$ cat src/rtl/hazard_pkg.sv
// Shared types and helpers for the ID-stage hazard scoreboard.
package hazard_pkg;

  // Producer class of the instruction in ID; 2'b11 is handled as ALU.
  typedef enum logic [1:0] {
    CLS_ALU  = 2'd0,
    CLS_LOAD = 2'd1,
    CLS_LONG = 2'd2
  } op_class_e;

  // All-ones counter value marks a register owned by the long unit.
  function automatic int unsigned long_mark(input int unsigned lat_w);
    return (32'd1 << lat_w) - 32'd1;
  endfunction

endpackage

$ cat src/rtl/hazard_reg_timer.sv
// One register's countdown until its in-flight result can be forwarded.
module hazard_reg_timer
  import hazard_pkg::*;
#(
  parameter int LAT_W = 3
) (
  input  logic             clk,
  input  logic             rst,
  input  logic             load_en_i,
  input  logic [LAT_W-1:0] load_val_i,
  input  logic             done_hit_i,
  output logic [LAT_W-1:0] cnt_o,
  output logic             busy_o,
  output logic             is_long_o
);

  localparam logic [LAT_W-1:0] LONG_MARK = LAT_W'(long_mark(LAT_W));

  logic [LAT_W-1:0] cnt_q, cnt_d;

  assign cnt_o     = cnt_q;
  assign busy_o    = (cnt_q != '0);
  assign is_long_o = (cnt_q == LONG_MARK);

  // Next count: new issue wins, then long completion, then plain countdown.
  always_comb begin
    cnt_d = cnt_q;
    if (load_en_i)
      cnt_d = load_val_i;
    else if (done_hit_i && is_long_o)
      cnt_d = LAT_W'(1);
    else if (busy_o && !is_long_o)
      cnt_d = cnt_q - LAT_W'(1);
  end

  // Counter register, cleared asynchronously.
  always_ff @(posedge clk or posedge rst) begin
    if (rst) cnt_q <= '0;
    else     cnt_q <= cnt_d;
  end

endmodule

$ cat src/rtl/hazard_scoreboard.sv
// Scoreboard-based hazard detection beside ID: per-register timers,
// source/WAW/structural compares, stall OR tree and a stall-cycle counter.
module hazard_scoreboard
  import hazard_pkg::*;
#(
  parameter int REG_NUM  = 32,
  parameter int REG_AW   = 5,
  parameter int LAT_W    = 3,
  parameter int LAT_ALU  = 1,
  parameter int LAT_LOAD = 2
) (
  input  logic               clk,
  input  logic               rst,
  input  logic               id_valid,
  input  logic [REG_AW-1:0]  id_rs1,
  input  logic [REG_AW-1:0]  id_rs2,
  input  logic               id_use_rs1,
  input  logic               id_use_rs2,
  input  logic               id_is_branch,
  input  logic               id_wen,
  input  logic [REG_AW-1:0]  id_rd,
  input  logic [1:0]         id_class,
  input  logic               flush,
  input  logic               long_done,
  input  logic [REG_AW-1:0]  long_rd,
  input  logic               perf_clr,
  output logic               stall,
  output logic [REG_NUM-1:0] busy_vec,
  output logic               long_busy,
  output logic [31:0]        stall_cnt
);

  localparam logic [LAT_W-1:0] LONG_MARK = LAT_W'(long_mark(LAT_W));

  logic [REG_NUM-1:0][LAT_W-1:0] cnt;
  logic [REG_NUM-1:0]            is_long_vec;
  logic [LAT_W-1:0]              load_val;
  logic                          haz_rs1, haz_rs2, haz_waw, haz_struct;
  logic                          issue;
  logic [31:0]                   stall_cnt_q, stall_cnt_d;

  // x0 never holds a pending result.
  assign cnt[0]         = '0;
  assign busy_vec[0]    = 1'b0;
  assign is_long_vec[0] = 1'b0;

  for (genvar r = 1; r < REG_NUM; r++) begin : g_tmr
    hazard_reg_timer #(.LAT_W(LAT_W)) u_tmr (
      .clk        (clk),
      .rst        (rst),
      .load_en_i  (issue && (id_rd == REG_AW'(r))),
      .load_val_i (load_val),
      .done_hit_i (long_done && (long_rd == REG_AW'(r))),
      .cnt_o      (cnt[r]),
      .busy_o     (busy_vec[r]),
      .is_long_o  (is_long_vec[r])
    );
  end

  assign long_busy = |is_long_vec;

  // A branch needs the value in ID, one cycle earlier than an EX consumer.
  function automatic logic src_hazard(input logic use_rs, input logic nz,
                                      input logic [LAT_W-1:0] c, input logic br);
    logic pend;
    pend = (c == LONG_MARK) || (br ? (c > LAT_W'(0)) : (c > LAT_W'(1)));
    return use_rs && nz && pend;
  endfunction

  // Hazard compares, stall tree and issue qualification.
  always_comb begin
    haz_rs1    = src_hazard(id_use_rs1, id_rs1 != '0, cnt[id_rs1], id_is_branch);
    haz_rs2    = src_hazard(id_use_rs2, id_rs2 != '0, cnt[id_rs2], id_is_branch);
    haz_waw    = id_wen && (id_rd != '0) && (cnt[id_rd] == LONG_MARK);
    haz_struct = (id_class == CLS_LONG) && long_busy;
    stall      = !rst && id_valid && !flush &&
                 (haz_rs1 || haz_rs2 || haz_waw || haz_struct);
    issue      = id_valid && !flush && !stall && id_wen && (id_rd != '0);
  end

  // Countdown value loaded by the destination register on issue.
  always_comb begin
    load_val = LAT_W'(LAT_ALU);
    if (id_class == CLS_LOAD)      load_val = LAT_W'(LAT_LOAD);
    else if (id_class == CLS_LONG) load_val = LONG_MARK;
  end

  // Saturating stall-cycle counter; clear beats increment.
  always_comb begin
    stall_cnt_d = stall_cnt_q;
    if (perf_clr)
      stall_cnt_d = '0;
    else if (stall && (stall_cnt_q != 32'hFFFF_FFFF))
      stall_cnt_d = stall_cnt_q + 32'd1;
  end

  // Performance counter register.
  always_ff @(posedge clk or posedge rst) begin
    if (rst) stall_cnt_q <= '0;
    else     stall_cnt_q <= stall_cnt_d;
  end

  assign stall_cnt = stall_cnt_q;

endmodule
$ cat config.mk
export PLATFORM = sky130hd
export DESIGN_NAME = hazard_scoreboard
export DESIGN_NICKNAME = d
export VERILOG_FILES = /design/src/rtl/hazard_pkg.sv /design/src/rtl/hazard_reg_timer.sv /design/src/rtl/hazard_scoreboard.sv
export SDC_FILE = /design/constraint.sdc
export NUM_CORES = 1
export LEC_CHECK = 0
export CAP_MARGIN = 25
export CORE_ASPECT_RATIO = 1.1
export CORE_MARGIN = 2
export CORE_UTILIZATION = 38
export CTS_BUF_LIST = sky130_fd_sc_hd__clkbuf_16
export DETAILED_ROUTE_END_ITERATION = 7
export PLACE_DENSITY = 0.64
export RECOVER_POWER = 100
export REMOVE_ABC_BUFFERS = 1
export SYNTH_ARGS = -nofsm -noshare
export SYNTH_HDL_FRONTEND = slang
export SYNTH_SLANG_ARGS = --single-unit
$ cat constraint.sdc
create_clock -name clk -period 9.5 [get_ports clk]
set_input_delay 0.95 -clock clk [delete_from_list [all_inputs] [get_ports clk]]
set_output_delay 0.95 -clock clk [all_outputs]
set_load 0.03 [all_outputs]
==> Word-level counts from Yosys, hierarchy flattened <==
Cells that the tools add are included.
{ "op_classes": {"addsub": 32, "order_cmp": 7, "n_eq_ne": 99, "n_mux": 105, "n_reduce_logical": 245} }
{ "op_table": {"columns": ["cell", "count"], "rows": [
  ["$mux 3", 98],
  ["$reduce_bool 3->1", 62],
  ["$eq 5x5->1 const B", 32],
  ["$logic_and 1x1->1", 139],
  ["$eq 3x3->1 const B", 34],
  ["$sub 3x1->3 const B", 31],
  ["$eq 5x4->1 const B", 16],
  ["$mux 32", 2],
  ["$bmux 3 s5", 3],
  ["$eq 5x3->1 const B", 8],
  ["$logic_not 1->1", 34],
  ["$add 32x1->32 const B", 1],
  ["$ne 32x32->1 const B", 1],
  ["$reduce_or 31->1", 1],
  ["$eq 5x2->1 const B", 4],
  ["$lt 5x6->1 const B", 3],
  ["$reduce_bool 5->1", 3],
  ["$gt 3x1->1 const B", 4],
  ["$eq 5x1->1 const B", 2],
  ["$logic_or 1x1->1", 5],
  ["$eq 2x1->1 const B", 1],
  ["$eq 2x2->1 const B", 1],
  ["$mux 1", 2],
  ["$reduce_bool 2->1", 1]
]} }
{ "totals": {"regBits": 125, "in_bits": 32, "output_inout_bits": 66, "elab_cells": 520} }

==> Longest topological paths before layout <==
{ "logic_depth": {"word_depth": 16, "mapped_depth": 16, "depth_no_buf": 10} }

==> Modules after synthesis <==
A second synthesis with hierarchy kept.
{ "unflattened": {"hier_cells": 1331, "area_unflattened_um2": 11448.5} }
{ "by_module_without_submodules": {"columns": ["mod", "instances", "cells_each", "area_per_inst_um2", "seq_area_each_um2"], "rows": [
  ["hazard_reg_timer", 31, 24, 217.7, 75.1],
  ["hazard_scoreboard", 1, 587, 4699.5, 800.8]
]} }

==> Least setup slack after synthesis <==
Ideal clock, no wire load.
{ "synth_path": {"path_kind": "input to output", "start": "input port rst", "end": "output port stall", "t_arrival_ns": 4.884, "t_required_ns": 8.550, "slack_ns": 3.666, "path_stages": 4, "n_path_buf": 1, "path_cell_list": "inv_1 nand2_1 clkbuf_1 nor2_1"} }
{ "synth_between": {"elab_chain_cells": 4} }
{ "synth_lines": {"columns": ["item", "line", "text"], "rows": [
  ["start: declaration", "hazard_scoreboard.sv:13", "input logic rst,"],
  ["$logic_not 1->1 (no source line)", null, null],
  ["$logic_and 1x1->1 (3 in series)", "hazard_scoreboard.sv:76", "stall = !rst && id_valid && !flush &&"],
  ["end: declaration", "hazard_scoreboard.sv:27", "output logic stall,"]
]} }
No other way between the ends.

==> Worst setup path after layout <==
{ "layout_path": {"start": "input port id_rs1[0]", "end": "output port stall"} }
{ "layout_between": {"elab_chain_cells": 10, "elab_cells_between_ends": 14, "classes_between": "2 x order compare; 1 x eq/ne; 3 x mux; 8 x reduce/logical"} }
{ "layout_lines": {"columns": ["item", "line", "text"], "rows": [
  ["start: declaration", "hazard_scoreboard.sv:15", "input logic [REG_AW-1:0] id_rs1,"],
  ["$bmux 3 s5", "hazard_scoreboard.sv:72", "haz_rs1 = src_hazard(id_use_rs1, id_rs1 != '0, cnt[id_rs1], id_is_branch);"],
  ["$mux 3 (not written as such)", "hazard_scoreboard.sv:72", null],
  ["$gt 3x1->1", "hazard_scoreboard.sv:66", "pend = (c == LONG_MARK) || (br ? (c > LAT_W'(0)) : (c > LAT_W'(1)));"],
  ["$mux 1", "hazard_scoreboard.sv:66", null],
  ["$logic_or 1x1->1", "hazard_scoreboard.sv:66", null],
  ["$logic_and 1x1->1 *", "hazard_scoreboard.sv:67", "return use_rs && nz && pend;"],
  ["$logic_or 1x1->1 * (3 in series)", "hazard_scoreboard.sv:77", "(haz_rs1 || haz_rs2 || haz_waw || haz_struct);"],
  ["$logic_and 1x1->1 *", "hazard_scoreboard.sv:76", null]
]} }
Mark *: on every way between the ends. The rest lies on a longest branch, timed or not. The select of a mux whose other input is x is not followed.

==> metrics <==
area growth from synthesis to layout 12.85%; Max-slew headroom -1.375; Worst Tran Pin Value 3.562 ns; drt drc 0; first-pass GRT wire length 56330 um; Tot GR Track Use 0.2281; Die Span Y roughly 190 um; Bufs on Longest Clock Path 2; Syn Inst Count 1261; Post-CTS Resized 0; Tmin final 6.493 ns; H-tree depth 4; Yosys warning count 0; max-slew violation count 96; Buf/Inv on CP 2; total power approximately 3.8 mW; LEAKAGE 5.702 nW; vias in the first global route 9848; Util after Layout 0.4375; diode count 0; Yosys reg bits 125; Unique masters post-synth 70; IO Count between 90 and 100; GR Overflow Total 0; EDFF count, synth 0; critical path's largest stage delay 1.10 ns; clock power share 0.171; area of the multi-input gates 7321 sq um; DIE AREA 31650 sq um; ANT nets after route 0; Worst Path Max Fanout 17; element type at the critical path start input port; Data arrival, critical path between 5 and 6 ns; DRT iter0 DRCs 930; Die Wd 169.8 um; Avg WL per Cell 21.27 um; area post-placement 12500 sq um; CTS root buffer clkbuf_16; Initial Utilization 0.3877; family with the most delay on the worst path buffers and inverters; CTS clock-pin slew for the worst setup and hold paths 0.06 ns; pre-CTS WS roughly 3.5 ns; PortBufs 96; Post-synth top flop dfrtp_1; Worst path most repeated cell dlygate4sd3_1; Logic pwr share 0.528; violated checks capacitance limit, slew limit; Synth top area share 0.2722; RSZ-0062 raised after global routing no; Nets approximately 1400; sequential share of the synthesized area 0.2722; Num CTS Buffers 17; initial antenna violation count 0; commonest non-fill, non-tap cells in the layout dfrtp_1 (125), nor2_1 (120), inv_1 (106); FP Rows 66; layout cells sized above 1 0.09347; cell count after placement 1656; maxcap violations 2; Pre-antenna DRT Iters 5; commonest non-fill, non-tap cell in the layout dfrtp_1; Post-Syn Area per Cell between 9 and 10 sq um; Sequential Power Share 0.300; FF/Latch Area 3128 sq um; post-route clock period utilization 0.6835; largest net degree at the start of global routing 70; crit path capture type primary output; cell accounting for the most synthesized area dfrtp_1; CP Class in2out; global placement routability congestion between 0.9 and 1; setup slack after layout 3.007 ns; switch share 0.4464; TNS Setup 0 ns; outcome finished, violations left; worst hold path type reg2reg; Final Hold Viols 0; synthesized area ~11000 sq um; Net Switching 1.682 mW; Post-CTS Hold Buffers 0; Vias 10100; worst path required time approximately 8.6 ns; DP Wirelength between 20000 and 30000 um; final setup vio count 0; worst-skew pair later-pin latency about 0.43 ns; Cell Count, Final, Fillers Out 1690; filler instances around 2900; Worst path slowest cell dlygate4sd3_1; Setup Buffers After CTS 0; fmax 0.1540 GHz; Async SR Flop Fraction 1.000; core area 29650 sq um; overall routed net length between 30000 and 40000 um; largest cells by area after synthesis dfrtp_1 (27%), ha_1 (10%), mux4_2 (6.7%); maximum VDD drop 0.1422 mV; CP Cell Sequence dlygate4sd3_1 -> mux4_2 -> a22oi_1 -> a311oi_1 -> o21a_1 -> o2111ai_1 -> nand2_1 -> nor2_1 -> dlygate4sd3_1; clk sinks roughly 130; Vias/cell ~6; CTS tree yes; P per Cell Area 290.5 nW/um^2; Final Cell Area around 13000 sq um; worst hold slack between 0.5 and 0.6 ns; Worst Clk Skew 0.01065 ns; cell internal pwr 2.086 mW
state kept, by name, indices dropped and copies added, names as in the netlist:
name / flops
g_tmr.u_tmr.cnt_o: 93
stall_cnt: 32
final cells by class:
type	instances	share of cell area
repair buffers	108	0.08480
clock buffers	17	0.03280
flip-flops and latches	125	0.2412
inverters	106	0.03077
clock inverters	14	0.009936
well taps	374	0.03608
multi-input cells	946	0.5644
worst paths after layout:
kind	cells past startpoint	slack (ns)	startpoint	to
max in group asynchronous	4	4.53	rst	g_tmr[22].u_tmr.cnt_o[0]
min reg2reg	2	0.59	stall_cnt[25]	stall_cnt[25]
min in group asynchronous	2	0.97	rst	stall_cnt[31]
min	2	0.59	stall_cnt[25]	stall_cnt[25]
max reg2reg	10	3.59	g_tmr[6].u_tmr.cnt_o[0]	g_tmr[6].u_tmr.cnt_o[2]
max	9	3.01	id_rs1[0]	stall
cells by family after synthesis:
group | count (synthesis) | share of synthesized area
multiplexers | 155 | 0.1804
AO/OA/AOI/OAI | 194 | 0.1275
buffers and inverters | 190 | 0.07729
adder cells (fa/ha/maj) | 96 | 0.1045
flip-flops | 125 | 0.2722
other | 1 | 0.0003263
XOR/XNOR | 19 | 0.01448
AND/OR/NAND/NOR | 481 | 0.2234
synth_stat cells, types with 6 or more instances:
cell,n
buf_2,14
mux2_2,41
xnor2_1,16
a211o_1,32
a31oi_1,8
a311oi_1,30
and2_1,33
nand3b_1,7
or4_4,12
dfrtp_1,125
nand4_1,25
nor4_1,11
mux2_4,9
mux4_2,34
nand3_1,31
a21oi_1,48
o21ai_0,13
nor2_1,120
nand2_1,77
mux2i_1,71
nor3_1,63
nand4b_1,6
buf_4,34
o31ai_1,9
nand2b_1,40
or3_1,6
clkbuf_1,30
ha_1,96
a21o_1,16
inv_1,106
or4_1,8
nor2b_1,18
power by group through the flow:
| stage | Clock [mW] | Combinational [mW] | Sequential [mW] |
|---|---|---|---|
| final | 0.645 | 1.99 | 1.13 |
| after global routing | 0.673 | 2.22 | 1.16 |
| after CTS | 0.651 | 2.03 | 1.12 |
| after floorplan | 0 | 1.56 | 0.976 |
| after detailed placement | 0 | 2.01 | 1.12 |
| after global placement | 0 | 1.96 | 1.12 |
layer usage:
layer,part of all wire,GRT usage
met1,0.42,0.3072
met3,0.089,0.05960
met5,0,0
met4,0.030,0.08448
met2,0.46,0.3521
worst register-to-register path: stages (launching register included):
cell       delay (ns)
dfrtp_1          0.47
ha_1             0.28
a222oi_1         0.74
nand4_1          0.33
nor3_1           0.30
a21boi_0         0.14
a2111oi_0        0.43
o2111ai_1        0.52
and2_0           1.12
nor4_1           1.06
mux2_2           0.41
(Power assumes the default switching activity.)
